<file path="src/rtl/mult_share_arbiter_pkg.sv">
// Shared types and widths for the multiplier-sharing arbiter.
package mult_share_arbiter_pkg;

   localparam int OP_W  = 4;
   localparam int RES_W = 9;

   typedef enum logic {
      ST_IDLE = 1'b0,
      ST_BUSY = 1'b1
   } state_t;

endpackage

</file>
<file path="src/rtl/mult_share_arbiter_if.sv">
// Requester-side bus of the shared multiplier: flattened requests/operands in, grant and result out.
interface mult_share_arbiter_if
   import mult_share_arbiter_pkg::*;
#(
   parameter int N    = 4,
   parameter int ID_W = 2
);
   logic [N-1:0]      req;
   logic [OP_W*N-1:0] a_flat;
   logic [OP_W*N-1:0] b_flat;
   logic [N-1:0]      ack;
   logic              busy;
   logic              res_valid;
   logic [RES_W-1:0]  res_data;
   logic [ID_W-1:0]   res_id;

   modport master (
      output req, a_flat, b_flat,
      input  ack, busy, res_valid, res_data, res_id
   );

   modport slave (
      input  req, a_flat, b_flat,
      output ack, busy, res_valid, res_data, res_id
   );
endinterface

</file>
<file path="src/rtl/mult_share_arbiter_rr_picker.sv">
// Round-robin picker: first set request at or after ptr, wrapping N-1 -> 0.
module mult_share_arbiter_rr_picker #(
   parameter int N    = 4,
   parameter int ID_W = 2
) (
   input  logic [N-1:0]    req,
   input  logic [ID_W-1:0] ptr,
   output logic            grant_any,
   output logic [ID_W-1:0] grant_idx
);
   localparam logic [ID_W:0] N_W = (ID_W+1)'(N);

   logic [N-1:0]    rot;
   logic [ID_W-1:0] off;
   logic [ID_W:0]   sum;

   always_comb begin
      // rotate so bit 0 is the slot at ptr; lowest set bit is then the nearest one
      rot = N'({req, req} >> ptr);
      off = '0;
      for (int k = N - 1; k >= 0; k--) begin
         if (rot[k]) off = ID_W'(k);
      end
      grant_any = |req;
      sum       = {1'b0, ptr} + {1'b0, off};
      grant_idx = (sum >= N_W) ? ID_W'(sum - N_W) : ID_W'(sum);
   end
endmodule

</file>
<file path="src/rtl/multiCS4.sv">
// 4x4 unsigned carry-save multiplier: two 3:2 compression rows, then one carry-propagate add.
module multiCS4
   import mult_share_arbiter_pkg::*;
(
   input  logic [OP_W-1:0]  a,
   input  logic [OP_W-1:0]  b,
   output logic [RES_W-1:0] p
);
   logic [RES_W-1:0] pp0, pp1, pp2, pp3;
   logic [RES_W-1:0] s1, c1, s2, c2;

   always_comb begin
      pp0 = {5'b0, a & {OP_W{b[0]}}};
      pp1 = {4'b0, a & {OP_W{b[1]}}, 1'b0};
      pp2 = {3'b0, a & {OP_W{b[2]}}, 2'b0};
      pp3 = {2'b0, a & {OP_W{b[3]}}, 3'b0};
      s1  = pp0 ^ pp1 ^ pp2;
      c1  = ((pp0 & pp1) | (pp0 & pp2) | (pp1 & pp2)) << 1;
      s2  = s1 ^ c1 ^ pp3;
      c2  = ((s1 & c1) | (s1 & pp3) | (c1 & pp3)) << 1;
      p   = s2 + c2;
   end
endmodule

</file>
<file path="src/rtl/mult_share_arbiter.sv">
// Shares one multiCS4 among N requesters with round-robin accept and a MUL_LAT down-counter.
//
// state   | meaning
// ST_IDLE | no op in flight; the picker's winner is latched on the next edge
// ST_BUSY | operands latched, counting down to product capture
module mult_share_arbiter
   import mult_share_arbiter_pkg::*;
#(
   parameter int N       = 4,
   parameter int MUL_LAT = 1,
   parameter int ID_W    = 2
) (
   input logic                 clk,
   input logic                 rst,
   mult_share_arbiter_if.slave bus
);
   localparam int            CNT_W = (MUL_LAT > 1) ? $clog2(MUL_LAT) : 1;
   localparam logic [ID_W:0] N_W   = (ID_W+1)'(N);

   state_t           state_q, state_d;
   logic [ID_W-1:0]  ptr_q, ptr_d;
   logic [ID_W-1:0]  cur_id_q, cur_id_d;
   logic [ID_W-1:0]  res_id_q, res_id_d;
   logic [CNT_W-1:0] cnt_q, cnt_d;
   logic [OP_W-1:0]  op_a_q, op_a_d;
   logic [OP_W-1:0]  op_b_q, op_b_d;
   logic [N-1:0]     ack_q, ack_d;
   logic             busy_q, busy_d;
   logic             res_valid_q, res_valid_d;
   logic [RES_W-1:0] res_data_q, res_data_d;
   logic [RES_W-1:0] product;
   logic             grant_any;
   logic [ID_W-1:0]  grant_idx;
   logic [ID_W:0]    id_inc;

   mult_share_arbiter_rr_picker #(.N(N), .ID_W(ID_W)) u_pick (
      .req       (bus.req),
      .ptr       (ptr_q),
      .grant_any (grant_any),
      .grant_idx (grant_idx)
   );

   multiCS4 u_mul (
      .a (op_a_q),
      .b (op_b_q),
      .p (product)
   );

   always_comb begin
      state_d     = state_q;
      ptr_d       = ptr_q;
      cur_id_d    = cur_id_q;
      cnt_d       = cnt_q;
      op_a_d      = op_a_q;
      op_b_d      = op_b_q;
      ack_d       = '0;
      busy_d      = busy_q;
      res_valid_d = 1'b0;
      res_data_d  = res_data_q;
      res_id_d    = res_id_q;
      id_inc      = {1'b0, cur_id_q} + 1'b1;

      case (state_q)
         ST_IDLE: begin
            if (grant_any) begin
               for (int i = 0; i < N; i++) begin
                  if (grant_idx == ID_W'(i)) begin
                     op_a_d   = bus.a_flat[OP_W*i +: OP_W];
                     op_b_d   = bus.b_flat[OP_W*i +: OP_W];
                     ack_d[i] = 1'b1;
                  end
               end
               cur_id_d = grant_idx;
               cnt_d    = CNT_W'(MUL_LAT - 1);
               busy_d   = 1'b1;
               state_d  = ST_BUSY;
            end
         end
         ST_BUSY: begin
            if (cnt_q != '0) begin
               cnt_d = cnt_q - 1'b1;
            end else begin
               res_data_d  = product;
               res_id_d    = cur_id_q;
               res_valid_d = 1'b1;
               busy_d      = 1'b0;
               // the winner just served drops to lowest priority
               ptr_d       = (id_inc >= N_W) ? '0 : ID_W'(id_inc);
               state_d     = ST_IDLE;
            end
         end
         default: state_d = ST_IDLE;
      endcase
   end

   always_ff @(posedge clk) begin
      if (rst) begin
         state_q     <= ST_IDLE;
         ptr_q       <= '0;
         cur_id_q    <= '0;
         cnt_q       <= '0;
         op_a_q      <= '0;
         op_b_q      <= '0;
         ack_q       <= '0;
         busy_q      <= 1'b0;
         res_valid_q <= 1'b0;
         res_data_q  <= '0;
         res_id_q    <= '0;
      end else begin
         state_q     <= state_d;
         ptr_q       <= ptr_d;
         cur_id_q    <= cur_id_d;
         cnt_q       <= cnt_d;
         op_a_q      <= op_a_d;
         op_b_q      <= op_b_d;
         ack_q       <= ack_d;
         busy_q      <= busy_d;
         res_valid_q <= res_valid_d;
         res_data_q  <= res_data_d;
         res_id_q    <= res_id_d;
      end
   end

   assign bus.ack       = ack_q;
   assign bus.busy      = busy_q;
   assign bus.res_valid = res_valid_q;
   assign bus.res_data  = res_data_q;
   assign bus.res_id    = res_id_q;
endmodule

</file>
<file path="src/flat_wrapper.sv">
// flat-port wrapper written by rule: the top's interface ports become plain ports
module mult_share_arbiter_flat import mult_share_arbiter_pkg::*;
#(
   parameter int N       = 4,
   parameter int MUL_LAT = 1,
   parameter int ID_W    = 2
)
  (clk, rst, bus_req, bus_a_flat, bus_b_flat, bus_ack, bus_busy, bus_res_valid, bus_res_data, bus_res_id);
  mult_share_arbiter_if #(.N(N), .ID_W(ID_W)) bus_i ();
  input logic clk;
  input logic rst;
  input wire logic [$bits(bus_i.req)-1:0] bus_req;
  input wire logic [$bits(bus_i.a_flat)-1:0] bus_a_flat;
  input wire logic [$bits(bus_i.b_flat)-1:0] bus_b_flat;
  output wire logic [$bits(bus_i.ack)-1:0] bus_ack;
  output wire logic [$bits(bus_i.busy)-1:0] bus_busy;
  output wire logic [$bits(bus_i.res_valid)-1:0] bus_res_valid;
  output wire logic [$bits(bus_i.res_data)-1:0] bus_res_data;
  output wire logic [$bits(bus_i.res_id)-1:0] bus_res_id;
  assign bus_i.req = bus_req;
  assign bus_i.a_flat = bus_a_flat;
  assign bus_i.b_flat = bus_b_flat;
  assign bus_ack = bus_i.ack;
  assign bus_busy = bus_i.busy;
  assign bus_res_valid = bus_i.res_valid;
  assign bus_res_data = bus_i.res_data;
  assign bus_res_id = bus_i.res_id;
  mult_share_arbiter #(.N(N), .MUL_LAT(MUL_LAT), .ID_W(ID_W)) u_core (.clk(clk), .rst(rst), .bus(bus_i));
endmodule
</file>
<file path="config.mk">
export PLATFORM = sky130hd
export DESIGN_NAME = mult_share_arbiter_flat
export DESIGN_NICKNAME = d
export VERILOG_FILES = /design/src/rtl/mult_share_arbiter_pkg.sv /design/src/rtl/mult_share_arbiter_if.sv /design/src/rtl/mult_share_arbiter_rr_picker.sv /design/src/rtl/multiCS4.sv /design/src/rtl/mult_share_arbiter.sv /design/src/flat_wrapper.sv
export SDC_FILE = /design/constraint.sdc
export NUM_CORES = 1
export LEC_CHECK = 0
export CAP_MARGIN = 20
export CORE_MARGIN = 3
export CORE_UTILIZATION = 28
export DETAILED_ROUTE_END_ITERATION = 16
export SLEW_MARGIN = 10
export SYNTH_ARGS = -nofsm -noshare
export SYNTH_HDL_FRONTEND = slang
export SYNTH_HIERARCHICAL = 1
export SYNTH_SLANG_ARGS = --single-unit
</file>
<file path="constraint.sdc">
create_clock -name clk -period 3.7 [get_ports clk]
set_clock_uncertainty 0.15 [all_clocks]
set_input_delay 0.555 -clock clk [delete_from_list [all_inputs] [get_ports clk]]
set_output_delay 0.555 -clock clk [all_outputs]
set_load 0.01 [all_outputs]
</file>
### Yosys cells after proc, flatten, opt, wreduce, memory -nomap -nowiden

Index checks and enable logic that the tools add are counted.

* bitwise operators: 21
* muxes and demuxes: 28
* add/sub/neg operators: 5
* shift-type cells: 1
* equality and inequality tests: 5
* reduce and logical (&&, ||, !) cells: 9
* $lt $le $gt $ge: 2

Operators with widths (count)
* $mux 4: 8
* $and 4x4->4: 4
* $and 6x7->7: 2
* $or 7x7->7: 2
* $mux 2: 6
* $mux 1: 11
* $add 9x9->9: 1
* $shr 8x2->4: 1
* $and 7x7->7: 1
* $xor 6x7->7: 1
* $xor 7x7->7: 1
* $and 4x6->6: 1
* $and 5x6->6: 1
* $ge 3x3->1 const B: 2
* $or 5x6->6: 1
* $or 6x6->6: 1
* $pmux 1 s2: 3
* $reduce_and 2->1: 3
* $xor 5x6->6: 1
* $and 4x5->5: 1
* $xor 4x5->5: 1
* $eq 2x2->1 const B: 2
* $reduce_bool 4->1: 1
* $reduce_or 4->1: 1
* other kinds (12): 14

* output and inout bits: 17
* logic and storage cells: 82
* bits in registers: 31
* input port bits: 38

### Longest topological paths before layout

* depth after elaboration: 13
* depth in mapped cells: 12

### Cells and area by module

Netlist, hierarchy kept.

Modules (own cells, without submodules)
* mult_share_arbiter: cells each 106, instances 1, area each 1223.7 µm²
* multiCS4: cells each 46, instances 1, area each 385.4 µm²
* mult_share_arbiter_rr_picker: cells each 27, instances 1, area each 178.9 µm²

### Worst setup path before layout

No wires, ideal clock.

* path kind: reg-to-reg
* start: register u_core.op_b_q[0]
* end: register u_core.res_data_q[7], in the netlist u_core/bus.res_data[7]
* path buffers: 0
* data required time: 3.485 ns
* setup slack: 1.016 ns
* arrival time: 2.469 ns
* setup time: 0.065 ns
* clock period less this slack: 2.684 ns
* cell stages (with the launch flop): 13
* cell sequence: dfxtp_1 nand2_1 fa_1 inv_1 fa_1 ha_1 inv_1 fa_1 nor2b_1 o21ai_0 nand2b_1 mux2i_1 nor2_1

* word-level cells in the longest chain between the ends: 8
* elaborated cells between the ends (all ways): 15
* classes of those cells: add/sub: 1; bitwise: 14

RTL lines
* from (decl): RTL line mult_share_arbiter.sv:26 `logic [OP_W-1:0] op_b_q, op_b_d;`
* from (signal assigned): RTL line mult_share_arbiter.sv:115 `op_b_q <= op_b_d;`
* $and 4x4->4 (*): RTL line multiCS4.sv:13 `pp0 = {5'b0, a & {OP_W{b[0]}}};`
* $and 4x5->5 or $and 4x6->6 (tied branches): RTL line multiCS4.sv:18 `c1 = ((pp0 & pp1) | (pp0 & pp2) | (pp1 & pp2)) << 1;`
* $or 5x6->6: RTL line multiCS4.sv:18
* $or 6x6->6: RTL line multiCS4.sv:18
* $and 6x7->7: RTL line multiCS4.sv:20 `c2 = ((s1 & c1) | (s1 & pp3) | (c1 & pp3)) << 1;`
* $or 7x7->7 (2 in series): RTL line multiCS4.sv:20
* $add 9x9->9 (*): RTL line multiCS4.sv:21 `p = s2 + c2;`
* named net u_core.product[7]: RTL line mult_share_arbiter.sv:31 `logic [RES_W-1:0] product;`
* to (signal assigned): RTL line mult_share_arbiter.sv:119 `res_data_q <= res_data_d;`
* to (decl): RTL line mult_share_arbiter.sv:30 `logic [RES_W-1:0] res_data_q, res_data_d;`

The timed path passes the listed nets; every way through them passes the cells marked *.
A chain may end at the register's enable or synchronous reset.

### Final worst setup path

* start: input bus_req[2]
* end: register u_core.op_b_q[0]

* word-level cells in the longest chain between the ends: 12
* elaborated cells between the ends (all ways): 19
* classes of those cells: add/sub: 2; order compare: 1; eq/ne: 3; shift: 1; mux: 8; reduce/logical: 4

RTL lines
* from (decl): RTL line flat_wrapper.sv:12 `input wire logic [$bits(bus_i.req)-1:0] bus_req;`
* $shr 8x2->4 (*): RTL line mult_share_arbiter_rr_picker.sv:19 `rot = N'({req, req} >> ptr);`
* $mux 2 (3 in series): RTL line mult_share_arbiter_rr_picker.sv:22 `if (rot[k]) off = ID_W'(k);`
* $mux 2 (*): RTL line mult_share_arbiter_rr_picker.sv:22
* $add 2x2->3 (*): RTL line mult_share_arbiter_rr_picker.sv:25 `sum = {1'b0, ptr} + {1'b0, off};`
* $ge 3x3->1 or $sub 2x1->2 (tied branches): RTL line mult_share_arbiter_rr_picker.sv:26 `grant_idx = (sum >= N_W) ? ID_W'(sum - N_W) : ID_W'(sum);`
* $mux 2 (*): RTL line mult_share_arbiter_rr_picker.sv:26
* named net u_core.grant_idx[1]: RTL line mult_share_arbiter.sv:33 `logic [ID_W-1:0] grant_idx;`
* $eq 2x1->1: RTL line mult_share_arbiter.sv:67 `if (grant_idx == ID_W'(i)) begin`
* $mux 4 (3 in series): RTL line mult_share_arbiter.sv:67

Marked as above.

==> results.cfg <==
[floorplan]
start_util_pct = 29.50
core_area_um2 = 6061
ios = 55
die_h_um = 85.91
dieWidth_um = 85.91
num_rows = 28
die_area_um2 = 7381

[drt]
vias = 1403
ant_nets = 0
wirelength_mm = 3.847
viasPerCell = 4.540
drc = 0
wl_per_cell_um = 12.45
dr.pass1.iters = 4
drtIter0Drc = 34

[yosys]
ys_types = 32
synth_cells = 179
yosysWarnings = 6
ys_seq_area_share_pct = 33.59
ys_ff_latch = 30
synth_area_leaders = dfxtp_1 34%, mux2i_1 13%, mux4_2 7.6%, fa_1 6.7%, nor2_1 6.7%
synth_area_per_cell_um2 = 9.989
syn_area_um2 = 1788
yosysTopAreaCellShare_pct = 33.59
post-synth-top-area-cell = dfxtp_1
syn_nets = 232

[timing]
tightest_slew_ns = 0.9791
hold_violations = 0
fin_ws_ns = 0.3551
min_period_ns = 3.345
relSlewSlack_pct = 34.26
setup_violations = 0
rsz0062_at_grt = no
fmax_ghz = 0.2990
finalCritPeriodShare_pct = 90.40
fin_setup_tns_ns = 0
holdWs_ns = 0.3430
maxSlewViolCount = 0

[final_layout]
fillers = 608
final_cell_mix = 54 x clkdlybuf4s50_1, 32 x nor2_1, 30 x dfxtp_1
antennaDiodeCount = 0
drive_gt1_share_pct = 8.120
area_growth_pct = 38.70
final_net_count = 286
fin_area_um2 = 2480
layout_commonest_cell = clkdlybuf4s50_1

[place]
io_buffer_count = 54
finalWeightedCongestion = 0.7479
dpl-instance-area_um2 = 2385
hpwl_mm = 2.945
dp_slack_ns = 0.01927

[cts]
cts_tree = yes
post_cts_buffers = 0
cts_resized = 0
postCtsHoldBufs = 0
clk_latency_ns = 0.28
clock_path_buffers = 2
cts.sinks = 30
htree_levels = 2
cts-root-buf = clkbuf_8
path_clk_slew_ns = 0.06
cts_buffers = 5

[grt]
grt_max_degree = 27
grt_pass1_vias = 1351
grt.overflow.total = 0
grt_util_all_layers_pct = 11.22
grt_pass1_wl_mm = 6.499
antenna_found_initial = 0

[worst_setup_path]
path_cells = clkdlybuf4s50_1 > nor2_1 > nor3_1 > a21oi_1 > o211ai_1 > ha_1 > xor2_1 > xnor2_1 > mux4_1 > mux2i_1 > nor2_1
crit_buf_inv = 1
crit_family = XOR/XNOR gates
cp.required_ns = 3.71
arrival_ns = 3.35
r2r-end = u_core/op_b_q[0]
start_kind = input port
crit_path_end_kind = register
worst-r2r-cell-count = 9
crit_fanout = 11
cp_slowest_stage_delay_ns = 0.80
crit_slowest_cell = xnor2_1
critPathKind = input port to register
rrSetupSlack_ns = 0.75
worstReg2RegStart = u_core/ptr_q[0]
path_common_cell = nor2_1

[pwr]
power_per_cell_area_nw_per_um2 = 387.1
vdd_drop_max_uv = 177.8
fin_total_pwr_uw = 959.9
p_leak_nw = 1.037

[min_path]
hp-start = u_core/bus.res_data[5]
hold_path_depth = 2
hp-class = register to register
hold-path-endpoint = u_core/bus.res_data[5]

[status]
outcome = completed

[flow_run]
cap_violations = 0
worst max-delay path by stage:
stage	start	to	slack, ns	cells after the start
6_report	bus_req[2]	u_core/op_b_q[0]	0.36	11
5_1_grt	bus_req[3]	u_core/op_b_q[0]	0.05	11
4_1_cts	bus_req[2]	u_core/op_b_q[0]	0.32	11
3_5_place_dp	bus_req[2]	u_core/op_b_q[0]	0.02	11
3_3_place_gp	bus_req[2]	u_core/op_b_q[0]	0.08	11
2_1_floorplan	u_core/op_b_q[0]	u_core/bus.res_data[7]	1.02	12
metal layers:
metal / global-route usage, % / wire length [um] / vias up
li1: - / - / 712
met1: 15.27 / 1841 / 638
met2: 16.05 / 1621 / 49
met3: 4.515 / 347 / 4
met4: 3.885 / 38 / 0
met5: 0 / 0 / -
logic make-up (layout without fill, tap and decap cells):
group | count (synthesis) | count (layout) | share of synthesized area (%)
AND/OR/NAND/NOR | 67 | 67 | 17.77
adder cells (fa/ha/maj) | 15 | 15 | 13.02
XOR/XNOR | 4 | 4 | 1.960
AO/OA/AOI/OAI | 10 | 10 | 4.059
other | 1 | 1 | 0.2097
buffers and inverters | 20 | 75 | 5.458
flip-flops | 30 | 30 | 33.59
multiplexers | 32 | 32 | 23.93
registers in the layout (all words and copies together) (netlist names):
register,cells
u_core/ptr_q,2
u_core/bus.res_valid,1
u_core/op_a_q,4
u_core/bus.ack,4
u_core/bus.busy,1
u_core/state_q,1
u_core/bus.res_data,9
u_core/op_b_q,4
u_core/cur_id_q,2
u_core/bus.res_id,2
power by group:
part / internal [mW] / switching [mW]
Combinational: 0.170 / 0.123
Sequential: 0.359 / 0.0350
Clock: 0.149 / 0.123
Total: 0.678 / 0.281
through the flow:
| step | util (%) | instances |
|---|---|---|
| after global routing | 40.92 | 309 |
| after CTS | 40.92 | 309 |
| after detailed placement | 39.35 | 301 |
| final | 40.92 | 309 |
| after floorplan | - | 179 |
| after global placement | 39.35 | 301 |
Yosys cell counts (all sizes together):
library cell and instances:
a31oi 1, nor3b 3, conb 1, nand3b 1, nor2 32, inv 10
a21o 1, mux4 8, clkbuf 3, a2111oi 1, fa 6, xnor2 3
dfxtp 30, nand2b 5, mux2i 24, a21oi 3, nor3 3, buf 7
and2 10, xor2 1, o211ai 1, a211oi 1, nor2b 2, nand2 9
or3 1, o21ai 2, ha 9, nor4 1
layout make-up:
| class | count | area [um^2] | share of cell area (%) |
|---|---|---|---|
| Timing Repair Buffer | 57 | 563.0 | 22.70 |
| Tap cell | 75 | 93.84 | 3.784 |
| Inverter | 10 | 37.54 | 1.514 |
| Sequential cell | 30 | 600.6 | 24.22 |
| Clock buffer | 6 | 82.58 | 3.330 |
| Multi-Input combinational cell | 129 | 1090 | 43.95 |
| Clock inverter | 2 | 12.51 | 0.5045 |
worst register-to-register path, delay by kind of cell, from the launching register on:
kind | cells | cell delay (ns)
DFF | 1 | 0.52
AOI/OAI and AO/OA | 2 | 0.28
adders and majority gates | 1 | 0.20
and+or+nand+nor | 2 | 0.15
xor gates and xnor gates | 2 | 0.95
muxes | 2 | 0.58
No activity file was read; power rests on OpenSTA's default activity.
